## config.mk

```make
export PLATFORM = sky130hd
export DESIGN_NAME = divider_pipelined_param_flat
export DESIGN_NICKNAME = d
export VERILOG_FILES = /design/src/rtl/divider_pipelined_param_if.sv /design/src/rtl/divider_pipelined_param.sv /design/src/flat_wrapper.sv
export SDC_FILE = /design/constraint.sdc
export NUM_CORES = 2
export LEC_CHECK = 0
export ABC_AREA = 0
export CELL_PAD_IN_SITES_DETAIL_PLACEMENT = 1
export CELL_PAD_IN_SITES_GLOBAL_PLACEMENT = 2
export CORE_ASPECT_RATIO = 2
export CORE_MARGIN = 4
export CORE_UTILIZATION = 40
export DETAILED_ROUTE_END_ITERATION = 6
export PLACE_DENSITY = 0.79
export SLEW_MARGIN = 20
export SYNTH_ARGS = -nofsm -noshare
export SYNTH_HDL_FRONTEND = slang
export SYNTH_SLANG_ARGS = --single-unit
```

## constraint.sdc

```tcl
create_clock -name clk -period 130.5 [get_ports clk]
set_input_delay 13.05 -clock clk [delete_from_list [all_inputs] [get_ports clk]]
set_output_delay 13.05 -clock clk [all_outputs]
set_load 0.05 [all_outputs]
```

## src/rtl/divider_pipelined_param_if.sv

```systemverilog
// Handshake/data bundle for divider_pipelined_param.
// Optional exception-flag outputs appear when DIVIDER_PIPELINED_EXC_FLAGS_EN is defined.
interface divider_pipelined_param_if #(
  parameter int unsigned WIDTH = 32,
  parameter int unsigned TAG_W = 5
);
  logic             stall;
  logic             flush;
  logic             i_valid;
  logic             i_signed;
  logic [TAG_W-1:0] i_tag;
  logic [WIDTH-1:0] i_dividend;
  logic [WIDTH-1:0] i_divisor;
  logic             o_valid;
  logic [TAG_W-1:0] o_tag;
  logic [WIDTH-1:0] o_quotient;
  logic [WIDTH-1:0] o_remainder;
`ifdef DIVIDER_PIPELINED_EXC_FLAGS_EN
  logic             o_div_zero;
  logic             o_overflow;
`endif

  // Producer side (decode / testbench)
  modport master (
    output stall, flush, i_valid, i_signed, i_tag, i_dividend, i_divisor,
`ifdef DIVIDER_PIPELINED_EXC_FLAGS_EN
    input  o_div_zero, o_overflow,
`endif
    input  o_valid, o_tag, o_quotient, o_remainder
  );

  // Divider side
  modport slave (
    input  stall, flush, i_valid, i_signed, i_tag, i_dividend, i_divisor,
`ifdef DIVIDER_PIPELINED_EXC_FLAGS_EN
    output o_div_zero, o_overflow,
`endif
    output o_valid, o_tag, o_quotient, o_remainder
  );
endinterface

```

## src/rtl/divider_pipelined_param.sv

```systemverilog
// Parametrised pipelined restoring divider (DIV/DIVU/REM/REMU, RISC-V corner cases).
// STAGES = WIDTH/ITERS_PER_STAGE stages, STAGES-1 register banks, latency STAGES-1 cycles.
// WIDTH must be a multiple of ITERS_PER_STAGE with STAGES >= 2.
// Optional macro DIVIDER_PIPELINED_EXC_FLAGS_EN adds o_div_zero / o_overflow outputs.
module divider_pipelined_param #(
  parameter int unsigned WIDTH           = 32,
  parameter int unsigned ITERS_PER_STAGE = 4,
  parameter int unsigned TAG_W           = 5
) (
  input logic                      clk,
  input logic                      rst,
  divider_pipelined_param_if.slave bus
);

  localparam int unsigned STAGES = WIDTH / ITERS_PER_STAGE;
  localparam int unsigned BANKS  = STAGES - 1;

  typedef struct packed {
    logic             valid;
    logic [TAG_W-1:0] tag;
    logic             sgn;
    logic             q_neg;
    logic             r_neg;
    logic             dz;
`ifdef DIVIDER_PIPELINED_EXC_FLAGS_EN
    logic             ovf;
`endif
    logic [WIDTH-1:0] dividend;
    logic [WIDTH-1:0] rem;
    logic [WIDTH-1:0] quo;
    logic [WIDTH-1:0] divisor;
  } bank_t;

  // ITERS_PER_STAGE restoring iterations; the shifted remainder needs one extra bit
  // because it can exceed WIDTH bits when the divisor is large.
  function automatic bank_t run_iters(input bank_t b);
    bank_t          o;
    logic [WIDTH:0] sh;
    o = b;
    for (int unsigned i = 0; i < ITERS_PER_STAGE; i++) begin
      sh         = {o.rem, o.dividend[WIDTH-1]};
      o.dividend = o.dividend << 1;
      if (sh >= {1'b0, o.divisor}) begin
        sh    = sh - {1'b0, o.divisor};
        o.quo = {o.quo[WIDTH-2:0], 1'b1};
      end else begin
        o.quo = {o.quo[WIDTH-2:0], 1'b0};
      end
      o.rem = sh[WIDTH-1:0];
    end
    return o;
  endfunction

  // Final stage only needs the magnitude quotient and remainder.
  function automatic logic [2*WIDTH-1:0] final_qr(input bank_t b);
    bank_t o;
    o = run_iters(b);
    return {o.quo, o.rem};
  endfunction

  bank_t            s0;
  bank_t            bank_d [BANKS];
  bank_t            bank_q [BANKS];
  bank_t            last;
  logic             a_neg;
  logic             b_neg;
  logic [WIDTH-1:0] q_raw;
  logic [WIDTH-1:0] r_raw;

  assign a_neg = bus.i_signed & bus.i_dividend[WIDTH-1];
  assign b_neg = bus.i_signed & bus.i_divisor[WIDTH-1];

  // Stage 0 pre-processing: magnitudes, result signs and exception flags.
  // Negating MIN leaves MIN, which is the correct unsigned magnitude 2^(WIDTH-1).
  always_comb begin
    s0          = '0;
    s0.valid    = bus.i_valid;
    s0.tag      = bus.i_tag;
    s0.sgn      = bus.i_signed;
    s0.dividend = a_neg ? -bus.i_dividend : bus.i_dividend;
    s0.divisor  = b_neg ? -bus.i_divisor : bus.i_divisor;
    s0.dz       = (bus.i_divisor == '0);
    s0.q_neg    = (a_neg ^ b_neg) & ~s0.dz;
    s0.r_neg    = a_neg;
`ifdef DIVIDER_PIPELINED_EXC_FLAGS_EN
    s0.ovf      = bus.i_signed && (bus.i_dividend == {1'b1, {(WIDTH-1){1'b0}}})
                  && (&bus.i_divisor);
`endif
  end

  assign bank_d[0] = run_iters(s0);

  for (genvar k = 1; k < BANKS; k++) begin : g_stage
    assign bank_d[k] = run_iters(bank_q[k-1]);
  end

  for (genvar k = 0; k < BANKS; k++) begin : g_bank
    // Bank register: reset clears everything, flush kills validity, stall freezes.
    always_ff @(posedge clk) begin
      if (rst) begin
        bank_q[k] <= '0;
      end else if (bus.flush) begin
        bank_q[k].valid <= 1'b0;
      end else if (!bus.stall) begin
        bank_q[k] <= bank_d[k];
      end
    end
  end

  assign last           = bank_q[BANKS-1];
  assign {q_raw, r_raw} = final_qr(last);

  // Final stage post-processing and output gating on validity.
  always_comb begin
    bus.o_valid     = last.valid;
    bus.o_tag       = '0;
    bus.o_quotient  = '0;
    bus.o_remainder = '0;
`ifdef DIVIDER_PIPELINED_EXC_FLAGS_EN
    bus.o_div_zero  = 1'b0;
    bus.o_overflow  = 1'b0;
`endif
    if (last.valid) begin
      bus.o_tag       = last.tag;
      // Divide-by-zero always yields all ones; q_neg is already clear in that case.
      bus.o_quotient  = last.dz ? '1 : ((last.sgn & last.q_neg) ? -q_raw : q_raw);
      bus.o_remainder = (last.sgn & last.r_neg) ? -r_raw : r_raw;
`ifdef DIVIDER_PIPELINED_EXC_FLAGS_EN
      bus.o_div_zero  = last.dz;
      bus.o_overflow  = last.ovf;
`endif
    end
  end

endmodule

```

## src/flat_wrapper.sv

```systemverilog
// flat-port wrapper written by rule: the top's interface ports become plain ports
module divider_pipelined_param_flat 
#(
  parameter int unsigned WIDTH           = 32,
  parameter int unsigned ITERS_PER_STAGE = 4,
  parameter int unsigned TAG_W           = 5
)
  (clk, rst, bus_stall, bus_flush, bus_i_valid, bus_i_signed, bus_i_tag, bus_i_dividend, bus_i_divisor, bus_o_valid, bus_o_tag, bus_o_quotient, bus_o_remainder);
  divider_pipelined_param_if #(.WIDTH(WIDTH), .TAG_W(TAG_W)) bus_i ();
  input logic clk;
  input logic rst;
  input wire logic [$bits(bus_i.stall)-1:0] bus_stall;
  input wire logic [$bits(bus_i.flush)-1:0] bus_flush;
  input wire logic [$bits(bus_i.i_valid)-1:0] bus_i_valid;
  input wire logic [$bits(bus_i.i_signed)-1:0] bus_i_signed;
  input wire logic [$bits(bus_i.i_tag)-1:0] bus_i_tag;
  input wire logic [$bits(bus_i.i_dividend)-1:0] bus_i_dividend;
  input wire logic [$bits(bus_i.i_divisor)-1:0] bus_i_divisor;
  output wire logic [$bits(bus_i.o_valid)-1:0] bus_o_valid;
  output wire logic [$bits(bus_i.o_tag)-1:0] bus_o_tag;
  output wire logic [$bits(bus_i.o_quotient)-1:0] bus_o_quotient;
  output wire logic [$bits(bus_i.o_remainder)-1:0] bus_o_remainder;
  assign bus_i.stall = bus_stall;
  assign bus_i.flush = bus_flush;
  assign bus_i.i_valid = bus_i_valid;
  assign bus_i.i_signed = bus_i_signed;
  assign bus_i.i_tag = bus_i_tag;
  assign bus_i.i_dividend = bus_i_dividend;
  assign bus_i.i_divisor = bus_i_divisor;
  assign bus_o_valid = bus_i.o_valid;
  assign bus_o_tag = bus_i.o_tag;
  assign bus_o_quotient = bus_i.o_quotient;
  assign bus_o_remainder = bus_i.o_remainder;
  divider_pipelined_param #(.WIDTH(WIDTH), .ITERS_PER_STAGE(ITERS_PER_STAGE), .TAG_W(TAG_W)) u_core (.clk(clk), .rst(rst), .bus(bus_i));
endmodule
```

* Yosys cells after proc, flatten, opt, wreduce, memory -nomap -nowiden
Memory sizes are Yosys's and may differ from the RTL's. Cells that the tools add are included.
Operators by class: $lt $le $gt $ge 32, multiply operators 0, equal/unequal tests 0, bitwise logic cells 28, reductions and logical operators 1, shifts and indexed selects 0, $add $sub $neg 36, divide/modulo/power cells 0, mux-type cells 102
Operator list (number):
- 32-bit two-way mux | 39
- 33-bit by 32-bit >= comparator with 1-bit output | 31
- 32-bit subtractor | 31
- 133-bit two-way mux | 7
- 32-bit negator | 4
- 1-bit two-way mux | 55
- 1-bit by 32-bit >= comparator with 1-bit output | 1
- 32-bit logical NOT | 1
- 1-bit by 32-bit subtractor with 32-bit output | 1
- 1-bit bitwise OR | 21
- 1-bit bitwise AND | 5
- 5-bit two-way mux | 1
- 1-bit inverter | 1
- 1-bit bitwise XOR | 1
Storage, ports and cells: bits of input ports 75, bits in read-only memories 0, output and inout port bits 70, bits in latches 0, memory bits (writable) 938, flip-flop bits (word level) 0, memories 1
Memory list:
- u_core.bank_q | depth 7, width 134, read ports 7, clocked after Yosys merged registers in 0, write ports 7, line divider_pipelined_param.sv:63 | bank_t bank_q [BANKS];

* Longest topological paths before layout
An unclocked memory read counts as a cell.
word-level depth 13, gate-level depth with buffers 70, mapped depth without buffers 60

* Worst setup path after synthesis
OpenSTA, ideal clock, no wires.
path kind input-to-reg, start point input port bus_stall, end point memory u_core.bank_q[0][133] (netlist name), enable pin, arrival 50.215 ns, setup slack 79.898 ns, stages on the path 2, path buffers 0, data required time 130.112 ns, setup time 0.388 ns, path through o21bai_1 > or2_2
RTL lines:
- from (decl) | line flat_wrapper.sv:12 | input wire logic [$bits(bus_i.stall)-1:0] bus_stall;
- to (decl) | line divider_pipelined_param.sv:63

==> metrics <==
post-layout util 43.9%; total number of yosys warnings 0; Yosys reg bits 742; dpl cells 13486; buffers and inverters on the worst path 9; Post-Synthesis Cells 10582; largest net degree at the start of global routing 146; Tmin final 31.21 ns; # clock sinks 742; Final Wtd Congestion 0.976; post-detail-place hpwl 321000 um; final setup vio count 0; max reg flops 742; top flop regs u_core.bank_q: 742 flops; number of synthesized flops with an enable pin 742; Max Cap Violations 0; wire length per cell 28.1 um; post-route ant nets 0; I/O pins 145; Synth Flop Type edfxtp_1; Tightest Pin Transition 1.27 ns; Seq/Total Area, Yosys 25.1%; Avg Cell Area, Syn 8.38 um2; post-synthesis cell area 0.0887 mm2; Max clock buf depth 3; CTS clk-pin slew, worst paths 0.07 ns; Netlist cell types 108; # Post-CTS Setup Buffers 0; Skew-Pair Late Insertion Delay 0.74 ns; CP max stage delay 0.97 ns; die height 674 um; Hold Path Class flip-flop to flip-flop; fillers 26270; Syn Nets 11686; TritonCTS buffer count 83; DRT Wirelength 384000 um; share of the synthesized area in the top cell type 25.1%; Post-layout nets 11725; Hold Vio Cnt, Final 0; Synth area leaders edfxtp_1, ha_1, xnor2_1; setup TNS 0 ns; delay-heaviest family, CP compound AO/OA/AOI/OAI gates; dominant cell type by area after synthesis edfxtp_1; layout cells sized above 1 7.30%; worst r2r path cells 60; 1st-iter DRT viols 3603; hold path depth 1; Biggest register u_core.bank_q; status finished clean; Crit Path Category flip-flop to primary output; DIE WIDTH 341 um; routed vias/inst 6.05; RSZ-0062 raised after global routing no; Final Max Tran Viols 0; asr flop ratio synth 0%; antenna violations before repair 23; relative slew slack 15.2%; wire length of the first global-routing pass 560000 um; Top cell by count, worst path a21oi_1; CP Data Arrival Time 18.16 ns; Starting Density 40.2%; DIE AREA 0.230 mm2; Port Buffers 144; final worst-path cycle share 23.9%; core area 0.221 mm2; Final Skew 0.0376 ns; vias in the first global route 89353; # rows 244; FMAX 32.0 MHz; crit-path max FO 45; Area Growth Syn to Fin 9.23%; drc violations 0; crit path max-delay cell type clkdlybuf4s50_1; CP Depth 58; TritonRoute pass-1 iters 5; Layout Cells excl Fill 13660; Max H-tree Level 3; CTS tree yes; Tot GR Track Use 32.5%; grt total ovfl 0; type of origin of the critical path flip-flop; via count 82614; post-cts resize count 0; Required @ worst endpoint 117.45 ns; Post-CTS Hold Fix Bufs 0; Crit. End Element primary output; clock root cell clkbuf_16
[area by class of cell]
cell class	instances	area (um2)	share of cell area (%)
multi-input cells	8921	63100	65.1
flip-flops and latches	742	22300	23.0
well taps	2952	3690	3.81
repair buffers	278	2510	2.59
inverters	595	2230	2.31
clock buffers	91	2110	2.17
clock inverters	65	971	1.00
diodes	16	40.0	0.0413
[synth_stat cells, drive strengths merged, types with 154 or more instances]
cell / n
nor2: 946
xor2: 299
inv: 595
a21o: 406
nor3: 179
and2: 336
o21bai: 154
edfxtp: 742
ha: 998
o21ai: 637
nand4: 158
mux2: 336
a21oi: 900
nand3: 272
clkbuf: 233
xnor2: 600
mux2i: 172
nand2: 828
[cells by family (layout without fill, tap and decap cells)]
kind of cell,after synthesis,count (layout),synth area share (%)
adder cells (fa/ha/maj),1029,1029,14.8
XOR/XNOR,899,899,8.88
other,0,16,0
AND/OR/NAND/NOR,3417,3417,18.8
multiplexers,508,508,6.21
buffers and inverters,919,1029,4.05
flip-flops,742,742,25.1
AO/OA/AOI/OAI,3068,3068,22.2
[final timing paths]
| check | from | to | slack (ns) |
|---|---|---|---|
| setup reg to reg | u_core.bank_q[2][1] | u_core.bank_q[3][89] | 109.63 |
| hold / removal | u_core.bank_q[4][115] | u_core.bank_q[5][119] | 0.51 |
| setup / recovery | u_core.bank_q[6][26] | bus_o_remainder[16] | 99.29 |
| hold reg to reg | u_core.bank_q[4][115] | u_core.bank_q[5][119] | 0.51 |
[metal layers]
layer | vias to the layer above | share of wire, % | GRT usage (%)
li1 | 38927 | - | -
met4 | 26 | 12 | 32.4
met5 | - | 0.045 | 0
met2 | 1784 | 54 | 63.7
met1 | 40767 | 31 | 27.2
met3 | 1110 | 3.0 | 4.00
[placed cells by master (no fill, tap or decap), types with 83 or more instances in the layout]
cell type        Yosys  routed
and2_1             332     332
nand2_1            827     827
o21ai_0            615     612
nor2_1             945     940
nand4_1            157     157
inv_1              593     591
nor3_1             176     174
nand2b_1           141     141
a21o_1             406     406
buf_4                6     127
xnor2_1            600     600
and3_1             125     125
clkbuf_16            0      83
a31oi_1            144     142
mux2i_1            172     170
a21oi_1            897     893
o21bai_1           154     153
nor2b_1            126     124
mux2_2             331     331
clkdlybuf4s50_1      0     144
edfxtp_1           742     742
nand3_1            272     271
ha_1               998     998
xor2_1             299     299
o21a_1             139     139
o31ai_1            107     106
[stage by stage]
step	hold WS (ns)	instance area, um2	worst slack (ns)
floorplan	0.497	88700	79.90
global placement	0.499	93700	98.43
detailed placement	0.505	93700	98.37
CTS	0.520	96800	99.09
global route	0.532	96900	98.22
finish	0.514	96900	99.29
Power is not shown: default switching activity piles up to over one toggle a cycle in this logic, so the estimate is an artifact.
